### config.mk
export PLATFORM = sky130hd
export DESIGN_NAME = octave_downsample
export DESIGN_NICKNAME = d
export VERILOG_FILES = /design/src/rtl/octave_downsample.sv
export SDC_FILE = /design/constraint.sdc
export NUM_CORES = 2
export LEC_CHECK = 0
export BUFFER_PORTS_ARGS = -buffer_cell sky130_fd_sc_hd__buf_2
export CAP_MARGIN = 0
export CELL_PAD_IN_SITES_DETAIL_PLACEMENT = 1
export CELL_PAD_IN_SITES_GLOBAL_PLACEMENT = 1
export CORE_ASPECT_RATIO = 0.8
export CORE_MARGIN = 4
export CORE_UTILIZATION = 51
export CTS_CLUSTER_SIZE = 8
export DETAILED_ROUTE_END_ITERATION = 10
export PLACE_DENSITY_LB_ADDON = 0.25
export SLEW_MARGIN = 20
export SYNTH_ARGS = -nofsm -noshare
export SYNTH_HDL_FRONTEND = slang
export SYNTH_SLANG_ARGS = --single-unit
### constraint.sdc
create_clock -name clock -period 9.71 [get_ports clock]
set_input_delay 0 -clock clock [delete_from_list [all_inputs] [get_ports clock]]
set_output_delay 0 -clock clock [all_outputs]
set_load 0.005 [all_outputs]
### src/rtl/octave_downsample.sv
// Halves an octave's Gaussian stream in both dimensions, either by 2x2 box
// averaging or top-left subsampling. Blanking samples pass through 1:1.
module octave_downsample #(
    parameter int width   = 420,
    parameter int average = 1
) (
    input  logic       clock,
    input  logic       reset,
    input  logic [7:0] din,
    input  logic       validin,
    input  logic       blanking_in,
    output logic [7:0] dout,
    output logic       validout,
    output logic       blanking_out,
    output logic       short_row
);
    localparam int CW = $clog2(width);
    localparam int IW = CW - 1;

    logic [CW-1:0] col_q, col_d;
    logic          row_odd_q, row_odd_d;
    logic [7:0]    pair_q, pair_d;
    logic [7:0]    dout_q, dout_d;
    logic          validout_q, validout_d;
    logic          blanking_out_q, blanking_out_d;
    logic          short_row_q, short_row_d;

    logic          active, blank;
    logic [IW-1:0] idx;
    logic [7:0]    avg_pix;

    assign active = validin & ~blanking_in;
    assign blank  = validin & blanking_in;
    assign idx    = col_q[CW-1:1];

    if (average != 0) begin : g_avg
        logic [8:0]  lbuf [width/2];
        logic [8:0]  h;
        logic [10:0] sum;

        assign h       = {1'b0, pair_q} + {1'b0, din};
        // +2 before the shift gives round-half-up; the top value 1022>>2 fits 8 bits
        assign sum     = {2'b0, lbuf[idx]} + {2'b0, h} + 11'd2;
        assign avg_pix = sum[9:2];

        always_ff @(posedge clock) begin
            if (active && col_q[0] && !row_odd_q) lbuf[idx] <= h;
        end
    end else begin : g_sub
        assign avg_pix = '0;
    end

    always_comb begin
        col_d          = col_q;
        row_odd_d      = row_odd_q;
        pair_d         = pair_q;
        dout_d         = dout_q;
        validout_d     = 1'b0;
        blanking_out_d = blanking_out_q;
        short_row_d    = 1'b0;

        if (blank) begin
            col_d          = '0;
            row_odd_d      = 1'b0;
            dout_d         = '0;
            validout_d     = 1'b1;
            blanking_out_d = 1'b1;
            short_row_d    = (col_q != '0);
        end else if (active) begin
            if (!col_q[0]) pair_d = din;
            if (col_q == CW'(width - 1)) begin
                col_d     = '0;
                row_odd_d = ~row_odd_q;
            end else begin
                col_d = col_q + 1'b1;
            end
            if (average != 0) begin
                if (row_odd_q && col_q[0]) begin
                    dout_d         = avg_pix;
                    validout_d     = 1'b1;
                    blanking_out_d = 1'b0;
                end
            end else if (!row_odd_q && !col_q[0]) begin
                dout_d         = din;
                validout_d     = 1'b1;
                blanking_out_d = 1'b0;
            end
        end
    end

    always_ff @(posedge clock) begin
        if (reset) begin
            col_q          <= '0;
            row_odd_q      <= 1'b0;
            pair_q         <= '0;
            dout_q         <= '0;
            validout_q     <= 1'b0;
            blanking_out_q <= 1'b1;
            short_row_q    <= 1'b0;
        end else begin
            col_q          <= col_d;
            row_odd_q      <= row_odd_d;
            pair_q         <= pair_d;
            dout_q         <= dout_d;
            validout_q     <= validout_d;
            blanking_out_q <= blanking_out_d;
            short_row_q    <= short_row_d;
        end
    end

    assign dout         = dout_q;
    assign validout     = validout_q;
    assign blanking_out = blanking_out_q;
    assign short_row    = short_row_q;
endmodule

Word-level counts from Yosys, hierarchy flattened --
Memory sizes are Yosys's and may differ from the RTL's. A register that Yosys moved wholly into a read port is not among the register bits. Index checks and enable logic that the tools add are counted.
Word-level totals: logic and storage cells 37, input port bits 12, RAM bits 1890, output and inout bits 11, register bits 29, memories kept 1
Memories:
- g_avg.lbuf | depth 210, bits a word 9, rd ports 1, clocked after Yosys merged registers in 1, write ports 1, line 37 | logic [8:0] lbuf [width/2];
Operators by class: equal/unequal tests 1, reductions and logical operators 10, muxes and demuxes 8, bitwise logic cells 6, add/sub/neg operators 4
Operators by type and width (number):
- 8-bit 2-to-1 mux | 2
- 10-bit by 2-bit adder with 10-bit output, second input constant | 1
- 9-bit by 9-bit adder with 10-bit output | 1
- 8-bit by 8-bit adder with 9-bit output | 1
- 9-bit by 1-bit adder with 9-bit output, second input constant | 1
- 9-bit equality test, second input constant | 1
- 9-bit 2-to-1 mux | 1
- 9-bit nonzero test | 1
- 1-bit 2-to-1 mux | 5
- 1-bit inverter | 4
- 2-bit AND reduction | 2
- 2-bit OR reduction | 2
- 1-bit logical AND | 3
- 3-bit AND reduction | 1
- 1-bit bitwise AND | 2
- 1-bit logical NOT | 1

Logic depth before layout (Yosys ltp) --
depth in word-level cells 6, depth in mapped cells 27, depth with buffers taken out 20

Least setup slack after synthesis --
No wires, ideal clock.
path kind reg-to-reg, start register pair_q[1], end register dout_q[7] (netlist: dout[7]), cell stages (with the launch flop) 16, arrival 9.256 ns, buffers on the path 0, data required time 9.640 ns, period minus slack after synthesis 9.326 ns, path slack 0.384 ns, cells stage by stage dfxtp_1 > ha_1 > a21o_1 > a21oi_1 > xnor2_1 > ha_1 > ha_1 > nor2b_1 > o21ai_0 > a21boi_0 > o21ai_0 > a21oi_1 > o21a_1 > o21ai_0 > nand3b_1 > a21oi_1
Between the ends: word-level cells in the longest chain between the ends 3
RTL lines:
- start: declaration | line 22 | logic [7:0] pair_q, pair_d;
- start signal: assignment | line 103 | pair_q <= pair_d;
- 8-bit by 8-bit adder with 9-bit output | line 41 | assign h = {1'b0, pair_q} + {1'b0, din};
- via g_avg.h[3] | line 38 | logic [8:0] h;
- 9-bit by 9-bit adder with 10-bit output | line 43 | assign sum = {2'b0, lbuf[idx]} + {2'b0, h} + 11'd2;
- 10-bit by 2-bit adder with 10-bit output | line 43
- end signal: assignment | line 104 | dout_q <= dout_d;
- end: declaration | line 23 | logic [7:0] dout_q, dout_d;
The timed path passes the listed nets, and every way through them passes these cells. A chain may end at the register's enable or synchronous reset.

==> results.cfg <==
[power_and_ir_drop]
power.share.switching_pct = 20.8
power.static_leakage_nw = 25.7
clockPowerShare_pct = 45.8
power.share.sequential_pct = 49.6
share_comb_of_total_power_pct = 4.6
internal_power_mw = 15.0
power.net_switching_mw = 3.94
power-per-cell-area_nw_per_um2 = 222
vdd_ir_drop_max_mv = 0.170

[cells_and_area]
final_cell_count_no_fill = 5529
area_delta_synth_final_pct = 13.9
nets = 3545
finished_layout_cell_area_um2 = 85400
final_layout_size_suffix_gt1_share_pct = 29.1

[critical_path]
critical_path.startpoint_type = flop
peak_fanout_along_the_critical_path = 55
critPathArrivalTime_ps = 7410
crit_path_end_kind = flop
critical_path_class = reg -> reg
crit_required_ps = 10520

[placement]
hpwl_mm = 113
port-buffer-count = 22
place_congestion = 0.830
dp.cells = 5142
detailed_place.area_um2 = 77300

[yosys]
synth_top_area_share_pct = 75.8
synth.avg_cell_area_um2 = 22.8
synth.top_cells.by_count = sky130_fd_sc_hd__edfxtp_1 (1890), sky130_fd_sc_hd__mux4_2 (599), sky130_fd_sc_hd__nor2_1 (254), sky130_fd_sc_hd__clkbuf_1 (78), sky130_fd_sc_hd__nand2_1 (78)
synth.ff_latch_count = 1927
synth_most_common_cell = sky130_fd_sc_hd__edfxtp_1
post_synth_instance_area_um2 = 74900
fraction_of_synthesis_flops_using_an_asynchronous_set_or_reset_pin_pct = 0
synthCells = 3280
yosysUniqueCellTypes = 59
ys_dominant_reg_cell = sky130_fd_sc_hd__edfxtp_1
synth-warning-count = 0
ys_top_cells_by_area = sky130_fd_sc_hd__edfxtp_1 (76%), sky130_fd_sc_hd__mux4_2 (18%), sky130_fd_sc_hd__nor2_1 (1.3%)
netlist.top_cell.by_area = sky130_fd_sc_hd__edfxtp_1
synth.yosys.seq_area_share_pct = 76.8
synth_nets = 3319
synth-edff-count = 1890

[cts]
post_cts_buffers = 0
cts.htree.levels = 5
clock_insertion_delay_worst_skew_ps = 880
clockBufferDepth = 4
clock_tree.root_cell = sky130_fd_sc_hd__clkbuf_16
numCtsBuffers = 291
cts.reportedPaths.clkPinSlew_ps = 50
cts.sinks = 1927
tritoncts_clock_tree = built

[drt]
drt_iter0_drc = 4501
vias_per_cell = 6.48
route.antenna.remaining_nets = 0
route.detailed.wl_per_inst_um = 34.8
overall_routed_net_length_mm = 192
drc = 0
vias = 35800
tritonroute_pass_1_iters = 5

[die]
core-area_um2 = 146000
die_w_um = 436
start_util_pct = 51.4
num_rows = 125
die_height_um = 351
io_pins = 23
design.die.area_um2 = 153000

[timing]
max-slew-margin-rel_pct = 20.4
tightest_slew_ps = 1190
setup_total_neg_slack_ps = 0
setup_viol = 0
fmax_mhz = 151
layout_skew_ps = 50.5
report.final.hold_viol_count = 0
final.min_clock_period_ps = 6610
slew_viol_final = 0
timing.final.crit_share_pct = 68.0
grt_setup_unrepaired = no

[global_routing]
pin_count_of_the_biggest_net_entering_global_routing = 207
antenna_found_initial = 10
gr-usage-all-layers_pct = 25.6
first_global_vias = 37900
globalRoute.totalOverflow = 0
grt_first_pass_wirelength_mm = 280

[flow_run]
drv.max_cap_violation_count = 0

[min_path]
holdCritPathClass = in -> reg

[outcome]
run_status = complete, no violations
-- critical path, cell delays in order, from the launching register on --
cell                       delay (ps)
sky130_fd_sc_hd__dfxtp_4         1000
sky130_fd_sc_hd__buf_12           420
sky130_fd_sc_hd__buf_4            550
sky130_fd_sc_hd__mux4_2           580
sky130_fd_sc_hd__mux4_2           530
sky130_fd_sc_hd__mux4_2           550
sky130_fd_sc_hd__nand2_1           90
sky130_fd_sc_hd__and3_1           300
sky130_fd_sc_hd__a21oi_1           80
sky130_fd_sc_hd__ha_1             330
sky130_fd_sc_hd__inv_1             60
sky130_fd_sc_hd__fa_1             420
sky130_fd_sc_hd__nor2b_1          170
sky130_fd_sc_hd__o21ai_0          120
sky130_fd_sc_hd__a21boi_0         280
sky130_fd_sc_hd__o21ai_0          150
sky130_fd_sc_hd__a21oi_1          230
sky130_fd_sc_hd__o21a_1           160
sky130_fd_sc_hd__nor3_1            50
sky130_fd_sc_hd__nand3b_1         160
sky130_fd_sc_hd__a21oi_1          140
-- flip-flops by register name, indices dropped and copies added (netlist names), named ones only --
signal        flops
g_avg.lbuf     1890
dout              8
validout          1
pair_q            8
col_q             9
blanking_out      1
short_row         1
row_odd_q         1
-- cells by family (layout without fill, tap and decap cells) --
family / after synthesis / after routing / synth area share (%)
flops: 1927 / 1927 / 76.8
mux: 626 / 626 / 18.4
simple gates: 404 / 404 / 2.23
buf+inv: 205 / 484 / 1.33
compound gates: 77 / 77 / 0.650
fa+ha+maj: 27 / 27 / 0.471
xor+xnor: 14 / 14 / 0.164
other cells: 0 / 2 / 0
-- cells in the final DEF, fill, tap and decap left out, types with 6 or more instances in the layout --
cell,n
sky130_fd_sc_hd__edfxtp_1,1890
sky130_fd_sc_hd__mux4_2,599
sky130_fd_sc_hd__clkbuf_16,294
sky130_fd_sc_hd__nor2_1,239
sky130_fd_sc_hd__nand2_1,72
sky130_fd_sc_hd__buf_4,45
sky130_fd_sc_hd__clkbuf_1,41
sky130_fd_sc_hd__dlygate4sd3_1,37
sky130_fd_sc_hd__dfxtp_1,31
sky130_fd_sc_hd__mux2i_1,25
sky130_fd_sc_hd__ha_1,24
sky130_fd_sc_hd__buf_2,22
sky130_fd_sc_hd__a21oi_1,20
sky130_fd_sc_hd__o21ai_0,18
sky130_fd_sc_hd__inv_1,17
sky130_fd_sc_hd__nor2_2,15
sky130_fd_sc_hd__nand3_1,13
sky130_fd_sc_hd__and3_1,11
sky130_fd_sc_hd__buf_12,11
sky130_fd_sc_hd__nor2b_1,10
sky130_fd_sc_hd__o21ai_1,10
sky130_fd_sc_hd__nand4_1,8
sky130_fd_sc_hd__nor3_1,7
sky130_fd_sc_hd__nand3_2,7
sky130_fd_sc_hd__nand2_2,6
sky130_fd_sc_hd__inv_6,6
-- metal layers --
metal | global-route usage (%) | vias up | share of wire [%]
met2 | 38.6 | 1921 | 46
met1 | 36.8 | 19300 | 40
li1 | - | 14200 | -
met3 | 7.74 | 367 | 10
met5 | 0 | - | 0.0083
met4 | 7.69 | 2 | 2.9
-- area by class of cell --
class	instances	area (um2)
flip-flops and latches	1927	57500
inverters	20	78.8
fillers	11800	60300
clock inverters	11	114
clock buffers	335	7510
well taps	1968	2460
repair buffers	118	1090
diodes	2	5.00
multi-input cells	1148	16600
-- what timing repair did --
item,CTS,global route
hold buffers,37,0
resized for setup,0,0
endpoints found under the hold margin,184,0
-- through the flow --
step / worst slack (ps) / utilization, % / total power [mW] / hold slack, ps
final: 3100 / 58.6 / 18.9 / 115
after global routing: 2590 / 58.6 / 19.5 / 94.3
after CTS: 3050 / 58.6 / 19.1 / 69.5
after detailed placement: 3040 / 53.1 / 10.4 / 310
after global placement: 3040 / 53.1 / 10.4 / 260
after floorplan: 384 / - / 10.2 / 147
-- path summary, 6_finish.rpt --
| kind | from | to | slack (ps) | cells after the start |
|---|---|---|---|---|
| worst max-delay path | flop | dout[7] | 3100 | 20 |
| worst min-delay path | reset | pair_q[1] | 110 | 3 |
| worst max register to register | flop | dout[7] | 3100 | 20 |
| worst min register to register | blanking_out | blanking_out | 450 | 2 |
-- power by group through the flow --
stage,clock network [mW],registers [mW],logic (mW)
6_report,8.67,9.40,0.868
4_1_cts,8.80,9.40,0.866
5_1_grt,9.19,9.39,0.932
3_3_place_gp,0,9.55,0.801
2_1_floorplan,0,9.66,0.497
3_5_place_dp,0,9.56,0.852
No activity file was read; power rests on OpenSTA's default activity.
